### config.mk
export PLATFORM = sky130hd
export DESIGN_NAME = vga_fb_arbiter_flat
export DESIGN_NICKNAME = d
export VERILOG_FILES = /design/src/rtl/vga_fb_arbiter_pkg.sv /design/src/rtl/vga_fb_arbiter_if.sv /design/src/rtl/vga_fb_arbiter_fifo.sv /design/src/rtl/vga_fb_arbiter.sv /design/src/flat_wrapper.sv
export SDC_FILE = /design/constraint.sdc
export NUM_CORES = 1
export LEC_CHECK = 0
export ABC_CLOCK_PERIOD_IN_PS = 2800
export CAP_MARGIN = 25
export CORE_MARGIN = 2
export CORE_UTILIZATION = 50
export DETAILED_ROUTE_END_ITERATION = 8
export PLACE_DENSITY_LB_ADDON = 0.3
export SYNTH_ARGS = -nofsm -noshare
export SYNTH_HDL_FRONTEND = slang
export SYNTH_HIERARCHICAL = 1
export SYNTH_SLANG_ARGS = --single-unit
### constraint.sdc
create_clock -name clk -period 2.8 [get_ports clk]
set_input_delay 0.42 -clock clk [delete_from_list [all_inputs] [get_ports clk]]
set_output_delay 0.42 -clock clk [all_outputs]
set_load 0.03 [all_outputs]
### src/rtl/vga_fb_arbiter_pkg.sv
// Shared constants, types and the display address helper for the VGA
// frame-buffer arbiter.
package vga_fb_arbiter_pkg;

  localparam int H_ACTIVE   = 640;
  localparam int V_ACTIVE   = 480;
  localparam int ADDR_W     = 19;
  localparam int PIX_W      = 3;
  localparam int COORD_W    = 11;
  localparam int FIFO_DEPTH = 4;

  localparam logic [ADDR_W-1:0] FB_WORDS = ADDR_W'(H_ACTIVE * V_ACTIVE);

  typedef logic [ADDR_W-1:0] addr_t;
  typedef logic [PIX_W-1:0]  pixel_t;

  typedef enum logic [2:0] {
    ST_IDLE  = 3'b001,
    ST_DISP  = 3'b010,
    ST_DRAIN = 3'b100
  } arb_state_e;

  // row*640 + col built from two shifts (640 = 512 + 128), so no multiplier
  function automatic addr_t calcDispAddr(input logic [COORD_W-1:0] row,
                                         input logic [COORD_W-1:0] col);
    return (addr_t'(row) << 9) + (addr_t'(row) << 7) + addr_t'(col);
  endfunction

endpackage

### src/rtl/vga_fb_arbiter_if.sv
// Pixel-writer handshake: a transfer happens on any cycle with req && rdy.
interface vga_fb_arbiter_if;
  import vga_fb_arbiter_pkg::*;

  logic   req;
  addr_t  addr;
  pixel_t data;
  logic   rdy;

  modport master (output req, addr, data, input rdy);
  modport slave  (input req, addr, data, output rdy);

endinterface

### src/rtl/vga_fb_arbiter_fifo.sv
// Small synchronous FIFO holding pending pixel writes (address + colour)
// until the arbiter finds a blanking cycle to drain them.
module vga_fb_arbiter_fifo
  import vga_fb_arbiter_pkg::*;
#(
  parameter int DEPTH = FIFO_DEPTH
) (
  input  logic   clk,
  input  logic   rst,
  input  logic   i_push,
  input  addr_t  i_pushAddr,
  input  pixel_t i_pushData,
  input  logic   i_pop,
  output addr_t  o_headAddr,
  output pixel_t o_headData,
  output logic   o_full,
  output logic   o_empty
);

  localparam int PTR_W = $clog2(DEPTH);
  localparam int CNT_W = PTR_W + 1;

  addr_t            r_addrMem [DEPTH];
  pixel_t           r_dataMem [DEPTH];
  logic [PTR_W-1:0] r_wrPtr;
  logic [PTR_W-1:0] r_rdPtr;
  logic [CNT_W-1:0] r_count;
  logic             w_doPush;
  logic             w_doPop;

  assign o_full  = (r_count == CNT_W'(DEPTH));
  assign o_empty = (r_count == '0);

  // A full FIFO refuses a push even when a pop frees a slot in the same cycle
  assign w_doPush = i_push && !o_full;
  assign w_doPop  = i_pop && !o_empty;

  assign o_headAddr = r_addrMem[r_rdPtr];
  assign o_headData = r_dataMem[r_rdPtr];

  always_ff @(posedge clk) begin
    if (w_doPush) begin
      r_addrMem[r_wrPtr] <= i_pushAddr;
      r_dataMem[r_wrPtr] <= i_pushData;
    end
  end

  always_ff @(posedge clk) begin
    if (rst) begin
      r_wrPtr <= '0;
      r_rdPtr <= '0;
      r_count <= '0;
    end else begin
      if (w_doPush) r_wrPtr <= r_wrPtr + PTR_W'(1);
      if (w_doPop)  r_rdPtr <= r_rdPtr + PTR_W'(1);
      case ({w_doPush, w_doPop})
        2'b10:   r_count <= r_count + CNT_W'(1);
        2'b01:   r_count <= r_count - CNT_W'(1);
        default: r_count <= r_count;
      endcase
    end
  end

endmodule

### src/rtl/vga_fb_arbiter.sv
// Frame-buffer arbiter: scan-out owns the single-port pixel RAM during the
// visible area; buffered writer traffic drains into it during blanking.
module vga_fb_arbiter
  import vga_fb_arbiter_pkg::*;
(
  input  logic               clk,
  input  logic               rst,
  input  logic               i_ready,
  input  logic [COORD_W-1:0] i_columnAddr,
  input  logic [COORD_W-1:0] i_rowAddr,
  input  logic               i_hsync,
  input  logic               i_vsync,
  output logic               o_hsync,
  output logic               o_vsync,
  output logic               o_red,
  output logic               o_green,
  output logic               o_blue,
  vga_fb_arbiter_if.slave    wr,
  output addr_t              o_memAddr,
  output logic               o_memWrEn,
  output pixel_t             o_memWrData,
  input  pixel_t             i_memRdData,
  output logic               o_drop
);

  arb_state_e r_state;
  arb_state_e w_nextState;
  addr_t      w_dispAddr;
  addr_t      w_headAddr;
  pixel_t     w_headData;
  logic       w_fifoFull;
  logic       w_fifoEmpty;
  logic       w_pop;
  addr_t      r_memAddr;
  pixel_t     r_memWrData;
  logic       r_inRange;
  logic [1:0] r_readyDly;
  logic [2:0] r_hsDly;
  logic [2:0] r_vsDly;
  pixel_t     r_rgb;

  vga_fb_arbiter_fifo #(.DEPTH(FIFO_DEPTH)) u_fifo (
    .clk        (clk),
    .rst        (rst),
    .i_push     (wr.req),
    .i_pushAddr (wr.addr),
    .i_pushData (wr.data),
    .i_pop      (w_pop),
    .o_headAddr (w_headAddr),
    .o_headData (w_headData),
    .o_full     (w_fifoFull),
    .o_empty    (w_fifoEmpty)
  );

  assign wr.rdy     = !w_fifoFull;
  assign w_dispAddr = i_ready ? calcDispAddr(i_rowAddr, i_columnAddr) : '0;
  assign w_pop      = (w_nextState == ST_DRAIN);

  always_ff @(posedge clk) begin
    if (rst) r_state <= ST_IDLE;
    else     r_state <= w_nextState;
  end

  // Display always wins; the writer is starved for the whole visible line
  always_comb begin
    w_nextState = ST_IDLE;
    if (i_ready)           w_nextState = ST_DISP;
    else if (!w_fifoEmpty) w_nextState = ST_DRAIN;
  end

  always_ff @(posedge clk) begin
    if (rst) begin
      r_memAddr   <= '0;
      r_memWrData <= '0;
      r_inRange   <= 1'b0;
    end else begin
      case (w_nextState)
        ST_DISP:  r_memAddr <= w_dispAddr;
        ST_DRAIN: begin
          r_memAddr   <= w_headAddr;
          r_memWrData <= w_headData;
          r_inRange   <= (w_headAddr < FB_WORDS);
        end
        default:  r_memAddr <= r_memAddr;
      endcase
    end
  end

  // Out-of-range entries are still popped, but turn into a drop pulse
  assign o_memAddr   = r_memAddr;
  assign o_memWrData = r_memWrData;
  assign o_memWrEn   = (r_state == ST_DRAIN) && r_inRange;
  assign o_drop      = (r_state == ST_DRAIN) && !r_inRange;

  always_ff @(posedge clk) begin
    if (rst) begin
      r_readyDly <= '0;
      r_hsDly    <= '1;
      r_vsDly    <= '1;
      r_rgb      <= '0;
    end else begin
      r_readyDly <= {r_readyDly[0], i_ready};
      r_hsDly    <= {r_hsDly[1:0], i_hsync};
      r_vsDly    <= {r_vsDly[1:0], i_vsync};
      r_rgb      <= r_readyDly[1] ? i_memRdData : '0;
    end
  end

  assign o_hsync = r_hsDly[2];
  assign o_vsync = r_vsDly[2];
  assign o_red   = r_rgb[2];
  assign o_green = r_rgb[1];
  assign o_blue  = r_rgb[0];

endmodule
### src/flat_wrapper.sv
// flat-port wrapper written by rule: the top's interface ports become plain ports
module vga_fb_arbiter_flat import vga_fb_arbiter_pkg::*;
  (clk, rst, i_ready, i_columnAddr, i_rowAddr, i_hsync, i_vsync, o_hsync, o_vsync, o_red, o_green, o_blue, o_memAddr, o_memWrEn, o_memWrData, i_memRdData, o_drop, wr_req, wr_addr, wr_data, wr_rdy);
  vga_fb_arbiter_if wr_i ();
  input  logic clk;
  input  logic rst;
  input  logic i_ready;
  input  logic [COORD_W-1:0] i_columnAddr;
  input  logic [COORD_W-1:0] i_rowAddr;
  input  logic i_hsync;
  input  logic i_vsync;
  output logic o_hsync;
  output logic o_vsync;
  output logic o_red;
  output logic o_green;
  output logic o_blue;
  output addr_t o_memAddr;
  output logic o_memWrEn;
  output pixel_t o_memWrData;
  input  pixel_t i_memRdData;
  output logic o_drop;
  input wire logic [$bits(wr_i.req)-1:0] wr_req;
  input wire logic [$bits(wr_i.addr)-1:0] wr_addr;
  input wire logic [$bits(wr_i.data)-1:0] wr_data;
  output wire logic [$bits(wr_i.rdy)-1:0] wr_rdy;
  assign wr_i.req = wr_req;
  assign wr_i.addr = wr_addr;
  assign wr_i.data = wr_data;
  assign wr_rdy = wr_i.rdy;
  vga_fb_arbiter u_core (.clk(clk), .rst(rst), .i_ready(i_ready), .i_columnAddr(i_columnAddr), .i_rowAddr(i_rowAddr), .i_hsync(i_hsync), .i_vsync(i_vsync), .o_hsync(o_hsync), .o_vsync(o_vsync), .o_red(o_red), .o_green(o_green), .o_blue(o_blue), .wr(wr_i), .o_memAddr(o_memAddr), .o_memWrEn(o_memWrEn), .o_memWrData(o_memWrData), .i_memRdData(i_memRdData), .o_drop(o_drop));
endmodule
==> impl_metrics.ini <==
[detailed_routing]
viasPerCell = 5.49
drc = 0
wire_per_inst_um = 17.2
ant_nets = 0
via_count = 3667
firstDrtPassIters = 4
wirelength_mm = 11.5
drt_iter0_drc = 220

[cts]
cts.sink_count = 133
clockBufferDepth = 2
root_buffer = clkbuf_16
clock_latency_ns = 0.41
holdBufCountCts = 0
htree_levels = 4
post_cts_resized = 0
clkTransAtPathRegs_ns = 0.06
cts_buffers = 17
cts_tree = built
cts_setup_buffers = 0

[timing]
slew-limit-headroom_pct = 40.4
tightest_slew_ns = 0.894
drv_slew = 0
hold_viol_final = 0
min_period_ns = 2.57
whs_ns = 0.411
rsz0062_at_grt = false
fin_skew_ns = 0.00690
max_clock_freq_mhz = 390
fin_ws_ns = 0.234
setup_viol = 0
finalCritPeriodShare_pct = 91.6

[floorplanning]
start_util_pct = 51.0
dieArea_mm2 = 0.0125
dieWidth_um = 112
pin_count = 83
die_h_um = 112
core_mm2 = 0.0114
rows = 39

[synthesis]
syn_area_mm2 = 0.00580
yosys_warnings = 6
yosysTopAreaCell = edfxtp_1
ys_top_cells_by_area = edfxtp_1 (46%), dfxtp_1 (16%), mux4_2 (8.5%), ha_1 (5.2%), mux2i_1 (3.3%)
synthArstFlopShare_pct = 0
ys_top_cells_by_count = edfxtp_1 (88), dfxtp_1 (45), nor2_1 (34), a21oi_1 (27), ha_1 (24)
syn-num-nets = 492
netlist_instances = 411
synth_most_common_cell = edfxtp_1
synth_seq_cells = 133
ys.flop_type = edfxtp_1
ys_types = 48
synth_edf_count = 88
yosysSeqAreaShare_pct = 61.1
synth_top_cell_area_share_pct = 45.6
syn_area_per_cell_um2 = 14.1

[finish]
nets = 593
drive_gt1_share_pct = 16.4
nFillCells = 814
post_layout_nonfiller_instances = 668
utilization_pct = 65.6
diodes = 0
area_growth_pct = 28.6

[global_routing]
grt_usage_pct = 19.3
grt_pass1_wl_mm = 18.6
grt_pass1_vias = 3668
grt_max_degree = 49
antenna_found_initial = 0
grt_overflow = 0

[run]
drv_cap = 0

[run_status]
outcome = completed

[worst_setup_path]
worstSetupPathType = in2reg
critical_path_arrival_ns = 2.87
cp_max_fo = 3
r2r_setup_slack_ns = 0.56
cp-end-kind = flop
required_ns = 3.11
critPathLaunchType = primary input

[worst_hold_path]
hold_path.class = reg2reg

[placed_design]
placed_cells = 636
gp_congestion = 0.856
port-buffer-count = 82
hpwl_mm = 7.66
pre_cts_ws_ns = -0.180

[pwr]
leakage_nw = 2.75
power.density_mw_per_mm2 = 833
ir_worst_vdd_mv = 0.514
cells by family (layout without fill, tap and decap cells):
| kind of cell | after synthesis | after routing | share of synthesized area (%) |
|---|---|---|---|
| xor+xnor | 7 | 7 | 1.06 |
| buf+inv | 34 | 148 | 2.68 |
| flops | 133 | 133 | 61.1 |
| compound gates | 67 | 67 | 7.58 |
| fa+ha+maj | 28 | 28 | 6.56 |
| simple gates | 100 | 100 | 8.98 |
| mux | 42 | 42 | 12.0 |
path summary, 6_finish.rpt:
kind / from / end / cells past startpoint
max reg2reg: u_core/u_fifo/r_count[2] / u_core/u_fifo/r_count[2] / 9
max: i_columnAddr[9] / u_core/o_memAddr[14] / 9
min reg2reg: u_core/r_hsDly[1] / u_core/r_hsDly[2] / 1
min: u_core/r_hsDly[1] / u_core/r_hsDly[2] / 1
sequential cells by signal (all words and copies together), names as in the netlist, 3 cells and up, named ones only:
| register | count |
|---|---|
| u_core/r_vsDly | 3 |
| u_core/u_fifo/r_addrMem | 76 |
| u_core/r_hsDly | 3 |
| u_core/u_fifo/r_count | 3 |
| u_core/o_memAddr | 19 |
| u_core/r_state | 3 |
| u_core/r_rgb | 3 |
| u_core/o_memWrData | 3 |
| u_core/u_fifo/r_dataMem | 12 |
cell usage in the layout (no fill, tap or decap), drive strengths merged, types with 2 or more instances in the layout:
| cell | Yosys | final |
|---|---|---|
| a211oi | 9 | 9 |
| a21o | 5 | 5 |
| a21oi | 27 | 27 |
| and2 | 7 | 7 |
| buf | 12 | 20 |
| bufinv | 0 | 4 |
| clkbuf | 7 | 18 |
| clkdlybuf4s50 | 0 | 81 |
| clkinv | 0 | 5 |
| clkinvlp | 0 | 4 |
| dfxtp | 45 | 45 |
| edfxtp | 88 | 88 |
| fa | 4 | 4 |
| ha | 24 | 24 |
| inv | 15 | 16 |
| mux2i | 19 | 19 |
| mux4 | 22 | 22 |
| nand2 | 12 | 12 |
| nand2b | 3 | 3 |
| nand3 | 7 | 7 |
| nor2 | 34 | 34 |
| nor2b | 6 | 6 |
| nor3 | 8 | 8 |
| nor3b | 3 | 3 |
| nor4b | 2 | 2 |
| o211ai | 2 | 2 |
| o21ai | 16 | 16 |
| o21bai | 2 | 2 |
| or2 | 7 | 7 |
| or3 | 6 | 6 |
| xor2 | 7 | 7 |
layout make-up:
class | instances | area [µm²] | share of cell area, %
repair buffers | 101 | 958 | 12.9
inverters | 15 | 56.3 | 0.755
flip-flops and latches | 133 | 3540 | 47.5
multi-input cells | 244 | 2100 | 28.2
well taps | 143 | 179 | 2.40
clock inverters | 14 | 184 | 2.47
clock buffers | 18 | 429 | 5.76
metrics by stage:
| step | cell area [µm²] | power, mW | setup TNS (ns) |
|---|---|---|---|
| after floorplan | 5800 | 3.48 | 0 |
| after global placement | 6840 | 3.93 | -0.368 |
| after detailed placement | 6840 | 3.97 | -0.532 |
| after CTS | 7450 | 6.26 | 0 |
| after global routing | 7450 | 6.49 | 0 |
| final | 7450 | 6.21 | 0 |
metal layers:
layer / global-route usage, % / part of all wire (%) / up-vias / routed length, µm
met5: 0 / 0 / - / 0
met4: 8.89 / 2.2 / 0 / 250
met3: 4.46 / 4.5 / 20 / 522
met2: 31.8 / 49 / 103 / 5680
met1: 24.5 / 44 / 1801 / 5050
li1: - / - / 1743 / -
critical path: stages:
cell and delay, ns:
clkdlybuf4s50_1 0.46, inv_1 0.06, fa_1 0.53, inv_1 0.07
fa_1 0.43, a211oi_2 0.32, o21bai_4 0.12, mux2i_1 0.15
a2111oi_2 0.31
report_power, final:
group	switching, mW	internal (mW)
clock	0.800	1.48
combinational	0.798	0.718
sequential	0.121	2.29
Note: power is estimated with default switching activity, not from simulation.
